`config.mk`:
```
export PLATFORM = sky130hd
export DESIGN_NAME = t_7458_bist_ctrl
export DESIGN_NICKNAME = d
export VERILOG_FILES = /design/src/rtl/t_7458_bist_ctrl.sv
export SDC_FILE = /design/constraint.sdc
export NUM_CORES = 1
export LEC_CHECK = 0
export CAP_MARGIN = 20
export CORE_ASPECT_RATIO = 1.2
export CORE_UTILIZATION = 52
export DETAILED_ROUTE_END_ITERATION = 8
export PLACE_DENSITY_LB_ADDON = 0.2
export SLEW_MARGIN = 10
export SYNTH_ARGS = -nofsm -noshare
export SYNTH_HDL_FRONTEND = slang
export SYNTH_SLANG_ARGS = --single-unit
```
`constraint.sdc`:
```
create_clock -name clk -period 2.4 [get_ports clk]
set_clock_uncertainty 0.05 [all_clocks]
set_input_delay 0.48 -clock clk [delete_from_list [all_inputs] [get_ports clk]]
set_output_delay 0.48 -clock clk [all_outputs]
set_load 0.1 [all_outputs]
```
`src/rtl/t_7458_bist_ctrl.sv`:
```
// BIST sequencer for the t_7458 dual AND-OR block: sweeps all 1024 input vectors and checks p1y/p2y against a golden model.
// Optional build macro T7458_BIST_STOP_ON_FAIL_EN ends the sweep at the first mismatching vector.
module t_7458_bist_ctrl #(
  parameter int SETTLE_CYCLES = 2,
  parameter int ERR_W         = 11
) (
  input  logic             clk,
  input  logic             rst,
  input  logic             start,
  output logic             busy,
  output logic             done,
  output logic             pass,
  output logic [5:0]       p1_o,
  output logic [3:0]       p2_o,
  input  logic             p1y_i,
  input  logic             p2y_i,
  output logic [ERR_W-1:0] err_cnt,
  output logic [9:0]       first_fail_vec,
  output logic             first_fail_valid
);

  localparam int                 CNT_W       = (SETTLE_CYCLES > 1) ? $clog2(SETTLE_CYCLES) : 1;
  localparam logic [CNT_W-1:0]   SETTLE_LAST = CNT_W'(SETTLE_CYCLES - 1);
  localparam logic [ERR_W-1:0]   ERR_MAX     = '1;
  localparam logic [9:0]         VEC_LAST    = 10'd1023;

  typedef enum logic [1:0] {
    IDLE   = 2'd0,
    SETTLE = 2'd1,
    CHECK  = 2'd2,
    DONE   = 2'd3
  } state_t;

  state_t           state;
  logic [9:0]       vec;
  logic [CNT_W-1:0] settle_cnt;
  logic             mismatch;
  logic             sweep_end;
  logic [ERR_W-1:0] err_nxt;

  // Expected {p2y, p1y} for a vector laid out as {p2d..p2a, p1f..p1a}.
  function automatic logic [1:0] golden(input logic [9:0] v);
    logic [1:0] y;
    y[0] = (v[0] & v[1] & v[2]) | (v[3] & v[4] & v[5]);
    y[1] = (v[6] & v[7]) | (v[8] & v[9]);
    return y;
  endfunction

  function automatic logic [ERR_W-1:0] sat_inc(input logic [ERR_W-1:0] c);
    return (c == ERR_MAX) ? c : c + 1'b1;
  endfunction

  assign mismatch = ({p2y_i, p1y_i} != golden(vec));
  assign err_nxt  = sat_inc(err_cnt);

`ifdef T7458_BIST_STOP_ON_FAIL_EN
  assign sweep_end = mismatch || (vec == VEC_LAST);
`else
  assign sweep_end = (vec == VEC_LAST);
`endif

  // vec is a register, so the gate-block drive is glitch-free.
  assign p1_o = vec[5:0];
  assign p2_o = vec[9:6];

  always_ff @(posedge clk or posedge rst) begin
    if (rst) begin
      state            <= IDLE;
      vec              <= '0;
      settle_cnt       <= '0;
      busy             <= 1'b0;
      done             <= 1'b0;
      pass             <= 1'b0;
      err_cnt          <= '0;
      first_fail_vec   <= '0;
      first_fail_valid <= 1'b0;
    end else begin
      case (state)
        IDLE, DONE: begin
          if (start) begin
            state            <= SETTLE;
            vec              <= '0;
            settle_cnt       <= '0;
            busy             <= 1'b1;
            done             <= 1'b0;
            pass             <= 1'b0;
            err_cnt          <= '0;
            first_fail_vec   <= '0;
            first_fail_valid <= 1'b0;
          end
        end
        SETTLE: begin
          if (settle_cnt == SETTLE_LAST) begin
            settle_cnt <= '0;
            state      <= CHECK;
          end else begin
            settle_cnt <= settle_cnt + 1'b1;
          end
        end
        CHECK: begin
          if (mismatch) begin
            err_cnt <= err_nxt;
            if (!first_fail_valid) begin
              first_fail_vec   <= vec;
              first_fail_valid <= 1'b1;
            end
          end
          if (sweep_end) begin
            state <= DONE;
            busy  <= 1'b0;
            done  <= 1'b1;
            // err_cnt has not yet absorbed this vector's result
            pass  <= !mismatch && (err_cnt == '0);
          end else begin
            vec   <= vec + 1'b1;
            state <= SETTLE;
          end
        end
        default: state <= IDLE;
      endcase
    end
  end

endmodule

```
==> results of run 1 <==
worst max-delay path by stage:
| stage | startpoint | cells past startpoint | end | slack, ns |
|---|---|---|---|---|
| final | vec[0]$_DFFE_PP0P_ | 7 | first_fail_vec[2]$_DFFE_PP0P_ | 0.24 |
| after global routing | vec[0]$_DFFE_PP0P_ | 7 | first_fail_vec[0]$_DFFE_PP0P_ | 0.14 |
| after CTS | vec[0]$_DFFE_PP0P_ | 7 | first_fail_vec[2]$_DFFE_PP0P_ | 0.23 |
| after detailed placement | p2y_i | 6 | first_fail_vec[2]$_DFFE_PP0P_ | 0.18 |
| after global placement | p2y_i | 6 | first_fail_vec[3]$_DFFE_PP0P_ | 0.20 |
| after floorplan | err_cnt[7]$_DFFE_PP0P_ | 5 | err_cnt[9]$_DFFE_PP0P_ | 0.01 |
critical path: stages, from the launching register on:
cell and delay [ns]:
dfrtp_2 0.44, ha_1 0.22, ha_1 0.20, a31oi_2 0.19
xor2_2 0.33, a211oi_2 0.18, buf_4 0.20, a32o_1 0.25
state kept, by name, summed over array words and instances (netlist names):
name / cells
vec: 10
settle_cnt: 1
pass: 1
err_cnt: 11
first_fail_vec: 10
done: 1
busy: 1
state: 2
first_fail_valid: 1
cell type report:
class | count | area share
flip-flops and latches | 38 | 0.372
clock buffers | 7 | 0.0335
repair buffers | 51 | 0.152
clock inverters | 1 | 0.00194
well taps | 52 | 0.0252
inverters | 8 | 0.0116
multi-input cells | 154 | 0.404
stage by stage:
stage               hold WS (ns)  area [µm²]
floorplan                  0.425        2080
global placement           0.430        2490
detailed placement         0.434        2490
CTS                        0.450        2580
global route               0.460        2580
finish                     0.449        2580
power by group:
group          internal [µW]  total [µW]  switching [µW]
sequential               689         768            79.6
combinational            119         577             458
clock                    232         451             219
layer usage:
metal	vias up	track usage	wire, µm
li1	872	-	-
met5	-	0	0
met3	4	0.0487	183
met4	0	0.0646	31
met2	47	0.375	2300
met1	844	0.312	2120
cell families after synthesis:
logic type      Yosys count  synth area share
fa+ha+maj                 7            0.0422
simple gates             70             0.169
compound gates           69             0.244
xor+xnor                  6            0.0289
mux                       2            0.0175
flops                    38             0.458
buf+inv                  15            0.0404
cell usage after synthesis (all sizes together) (4+ instances only):
library cell  instances
a32o                  7
ha                    7
nand4                 4
buf                   5
inv                   8
nor3                  9
nand2                24
a22o                  5
a21oi                10
nand2b                4
o31ai                 4
xnor2                 4
dfrtp                38
o21ai                21
a21o                  4
nor2                 13
==> results by group, run 1 <==
Global route
  • Initial antenna violation count: 0
  • Overall Global Routing Usage: 0.232
  • Global-route wire length before repair: about 7500 µm
  • Gr ovfl total: 0
  • Pin count of the biggest net entering global routing: 39
  • Vias in the first global route: ~1,600

Routing
  • DR vias/cell: between 5 and 6
  • DR iter-0 viols: 84
  • Wire length per cell: ~15 µm
  • Routed vias: 1,767
  • DR DRC count: 0
  • Pre-antenna DRT Iters: 4
  • ANT nets after route: 0
  • Final wirelength: roughly 4600 µm

Place
  • DP HPWL: between 3000 and 4000 µm
  • Port buffer count: 39
  • Routability cong.: approximately 0.83
  • Placed cells: 303
  • Dpl ws: roughly 0.18 ns

Timing
  • Fin Setup TNS: 0 ns
  • RSZ-0062 raised after global routing: no
  • Worst-Margin Slew: approximately 0.71 ns
  • Final worst setup slack: approximately 0.24 ns
  • Final slew viol count: 0
  • Final period util: 0.901
  • Final hold viol count: 0
  • Rel. slew slack: 0.526
  • Endpoints failing setup: 0
  • Max Freq: approximately 460 MHz
  • Final min period: 2.16 ns

Clock tree
  • Post-cts resize count: 0
  • Clk slew on worst S/H paths: approximately 0.07 ns
  • Number of post-CTS setup repair buffers: 0
  • CTS tree: built
  • Clk Latency, worst-skew pair: 0.28 ns
  • Post-CTS Hold Fix Bufs: 0
  • CTS root buf: clkbuf_8
  • CTS Buf Count: 5
  • Sink Count: 38
  • H-tree Lvls: 2
  • Clock Path Buffers: 2

Flow run
  • Max cap viols: 0

Critical path
  • Worst EP required: roughly 2.5 ns
  • RR Endpoint: first_fail_vec[2]$_DFFE_PP0P_
  • Setup slack, reg-to-reg: approximately 0.24 ns
  • Critical path type: reg2reg
  • Startpoint Class: register
  • Critical R2R Launch: vec[0]$_DFFE_PP0P_
  • WP data arrival: ~2.3 ns
  • Reg2reg path depth: 7
  • Crit-path max FO: 6
  • Worst setup EP type: register

Final layout
  • Final Util: 0.693
  • Area delta synth->final: 24.2%
  • Post-Layout Cell Count: 311
  • Nets@finish: between 200 and 300
  • Commonest non-fill, non-tap cell in the layout: buf_4
  • # diodes: 0
  • Ratio of cells with drive above 1 in the final layout: 0.297
  • Most frequent cells in the layout: buf_4, dfrtp_1, nand2_1
  • Fillers: 335
  • Multi-input combinational cell area: roughly 1000 µm²
  • FF+latch area: roughly 960 µm²

Logic synthesis
  • Syn Area/Cell: roughly 10 µm²
  • Register area share after synthesis: 0.458
  • Most area-hungry cell type in the Yosys netlist: dfrtp_1
  • Cell count after synthesis: between 200 and 250
  • Main flop type after synthesis: dfrtp_1
  • Net Count, Synth: 219
  • Async set-reset flop share out of synthesis: 1.00
  • Synth Warn #: 0
  • Dominant cells by area after synthesis: dfrtp_1, o21ai_0, ha_1
  • Yosys top cell area share: 0.458
  • Yosys cell types: 50
  • Seq cells post-synth: 38
  • Cell Area, Synth: ~2100 µm²
  • Post-synth EDFFs: 0

Die
  • Area of the die: between 4000 and 5000 µm²
  • Initial core utilization: 0.557
  • Die X: around 60 µm
  • Core ar.: 3720 µm²
  • Die Y: 71.2 µm
  • Rows: 24
  • I/O pins: 40

Pwr
  • Pwr/cell area: about 700 nW/µm²
  • Final Power: approximately 1800 µW
  • Peak supply drop: slightly below 0.0007 V
  • Pleak: between 0.001 and 0.0015 µW

Worst hold path
  • Worst hold path type: reg2reg
  • Hold Path End: first_fail_vec[5]$_DFFE_PP0P_
  • Hold Path Depth: 1
  • Hold Startpoint: first_fail_vec[5]$_DFFE_PP0P_

Status
  • Status: finished clean
No activity file was read; power rests on OpenSTA's default activity.
==> run 2, diff against run 1 <==
- CTS_CLUSTER_DIAMETER: default -> 40
- TNS_END_PERCENT: default -> 5
==> results by group, run 2 (synthesis results as in run 1) <==
Status
  • Status: finished clean

Final layout
  • Multi-input combinational cell area: 1040 µm² (unchanged)
  • FF+latch area: 956 µm² (-0.26%)
  • Nets@finish: 270 (unchanged)
  • Final Util: 0.692 (-0.00101)
  • Top flop regs: err_cnt: 11 flops, first_fail_vec: 10 flops, vec: 10 flops
  • Area delta synth->final: 24.1%
  • Fillers: 328 (-2.1%)
  • Max reg flops: 11 (unchanged)
  • Biggest register: err_cnt
  • Most frequent cells in the layout: buf_4, dfrtp_1, nand2_1
  • Commonest non-fill, non-tap cell in the layout: buf_4
  • Final Cell Area: 2570 µm² (-0.15%)
  • # diodes: 0 (unchanged)
  • Ratio of cells with drive above 1 in the final layout: 0.286 (-0.0116)

Clock tree
  • Post-cts resize count: 0 (unchanged)
  • H-tree Lvls: 2 (unchanged)
  • Clock Path Buffers: 2 (unchanged)
  • CTS tree: built
  • CTS root buf: clkbuf_8
  • Clk Latency, worst-skew pair: 0.29 ns (about the same)
  • CTS Buf Count: 5 (unchanged)
  • Clk slew on worst S/H paths: 0.07 ns (about the same)
  • Number of post-CTS setup repair buffers: 0 (unchanged)
  • Sink Count: 38 (unchanged)
  • Post-CTS Hold Fix Bufs: 0 (unchanged)

Critical path
  • Setup slack, reg-to-reg: 0.20 ns (-0.04 ns)
  • Most common cell on crit path: ha_1
  • Startpoint Class: register
  • Critical path, cell by cell: ha_1 -> ha_1 -> a31oi_2 -> xor2_2 -> a211oi_2 -> buf_4 -> a32o_1
  • Crit path largest cell delay: 0.44 ns (about the same)
  • Crit-path max FO: 6 (unchanged)
  • Slowest-stage cell, CP: dfrtp_2
  • Worst EP required: 2.53 ns (about the same)
  • Critical path type: reg2reg
  • WP data arrival: 2.33 ns (+0.05 ns)
  • Worst setup EP type: register

Die
  • Core ar.: 3720 µm² (unchanged)
  • I/O pins: 40 (unchanged)
  • Initial core utilization: 0.557 (unchanged)
  • Area of the die: 4250 µm² (unchanged)
  • Rows: 24 (unchanged)
  • Die X: 59.7 µm (unchanged)
  • Die Y: 71.2 µm (unchanged)

Routing
  • Routed vias: 1,786 (+1.1%)
  • Wire length per cell: 15.4 µm (+3.2%)
  • ANT nets after route: 0 (unchanged)
  • DR iter-0 viols: 72 (-14%)
  • Pre-antenna DRT Iters: 4 (unchanged)
  • DR vias/cell: 5.74 (+1.1%)
  • Final wirelength: 4790 µm (+3.2%)
  • DR DRC count: 0 (unchanged)

Timing
  • Rel. slew slack: 0.513 (-0.0127)
  • Final period util: 0.917 (+0.0159)
  • Final hold viol count: 0 (unchanged)
  • Final min period: 2.20 ns (+0.0381 ns)
  • RSZ-0062 raised after global routing: no
  • Worst-Margin Slew: 0.724 ns (+0.0189 ns)
  • Final worst setup slack: 0.200 ns (-0.0381 ns)
  • Max Freq: 455 MHz (-1.7%)
  • Endpoints failing setup: 0 (unchanged)
  • Final slew viol count: 0 (unchanged)
  • Hold Slack: 0.444 ns (-0.00467 ns)

Pwr
  • Pleak: 0.00117 µW (about the same)
  • Peak supply drop: 0.00104 V (+50%)
  • Pwr/cell area: 700 nW/µm² (+0.53%)

Global route
  • Overall Global Routing Usage: 0.243 (+0.0110)
  • Gr ovfl total: 0 (unchanged)
  • Pin count of the biggest net entering global routing: 39 (unchanged)
  • Global-route wire length before repair: 7730 µm (+2.6%)
  • Initial antenna violation count: 0 (unchanged)
  • Vias in the first global route: 1,654 (+2.1%)

Place
  • DP HPWL: 3340 µm (+0.98%)
  • Dpl ws: 0.135 ns (-0.0459 ns)
  • Port buffer count: 39 (unchanged)
  • Routability cong.: 0.815 (-1.3%)
  • DP Area: 2480 µm² (-0.10%)

Worst hold path
  • Worst hold path type: reg2reg

Flow run
  • Max cap viols: 0 (unchanged)
run 2: area by class of cell:
cell class,instances,area share
tap,52,0.0253
inverter,8,0.0117
sequential,38,0.371
timing repair buffer,51,0.153
clock buffer,8,0.0350
multi-input combinational,154,0.404
run 2: worst paths after layout:
path                       depth (start not counted)                       endpoint                          start
max                                                7  first_fail_vec[4]$_DFFE_PP0P_             vec[0]$_DFFE_PP0P_
min                                                1  first_fail_vec[5]$_DFFE_PP0P_  first_fail_vec[5]$_DFFE_PP0P_
max reg2reg                                        7  first_fail_vec[4]$_DFFE_PP0P_             vec[0]$_DFFE_PP0P_
min reg2reg                                        1  first_fail_vec[5]$_DFFE_PP0P_  first_fail_vec[5]$_DFFE_PP0P_
max in group asynchronous                          3             vec[2]$_DFFE_PP0P_                            rst
min in group asynchronous                          3               done$_DFFE_PP0P_                            rst
run 2: power by group:
group / leakage [µW] / internal (µW) / total [µW] / switching (µW)
Combinational: 0.000642 / 119 / 579 / 460
Clock: 0.0000455 / 234 / 459 / 224
Sequential: 0.000479 / 686 / 765 / 78.8
run 2: worst max-delay path: cells and delay by family, from the launching register on:
kind,cells,cell delay [ns]
adders and majority gates,2,0.42
AOI/OAI and AO/OA,3,0.64
buffers and inverters,1,0.20
xor gates and xnor gates,1,0.33
DFF,1,0.44
run 2: routing by layer:
layer,GRT usage,routed length (µm),part of all wire
met1,0.329,2220,0.46
met3,0.0560,146,0.031
met4,0.0801,72,0.015
met5,0,0,0
met2,0.381,2340,0.49
run 2: through the flow:
step	setup TNS, ns	instances	total power, µW
after detailed placement	0	303	1350
after CTS	0	311	1810
after floorplan	-0.0184	207	1210
after global placement	0	303	1350
final	0	311	1800
after global routing	0	311	1860
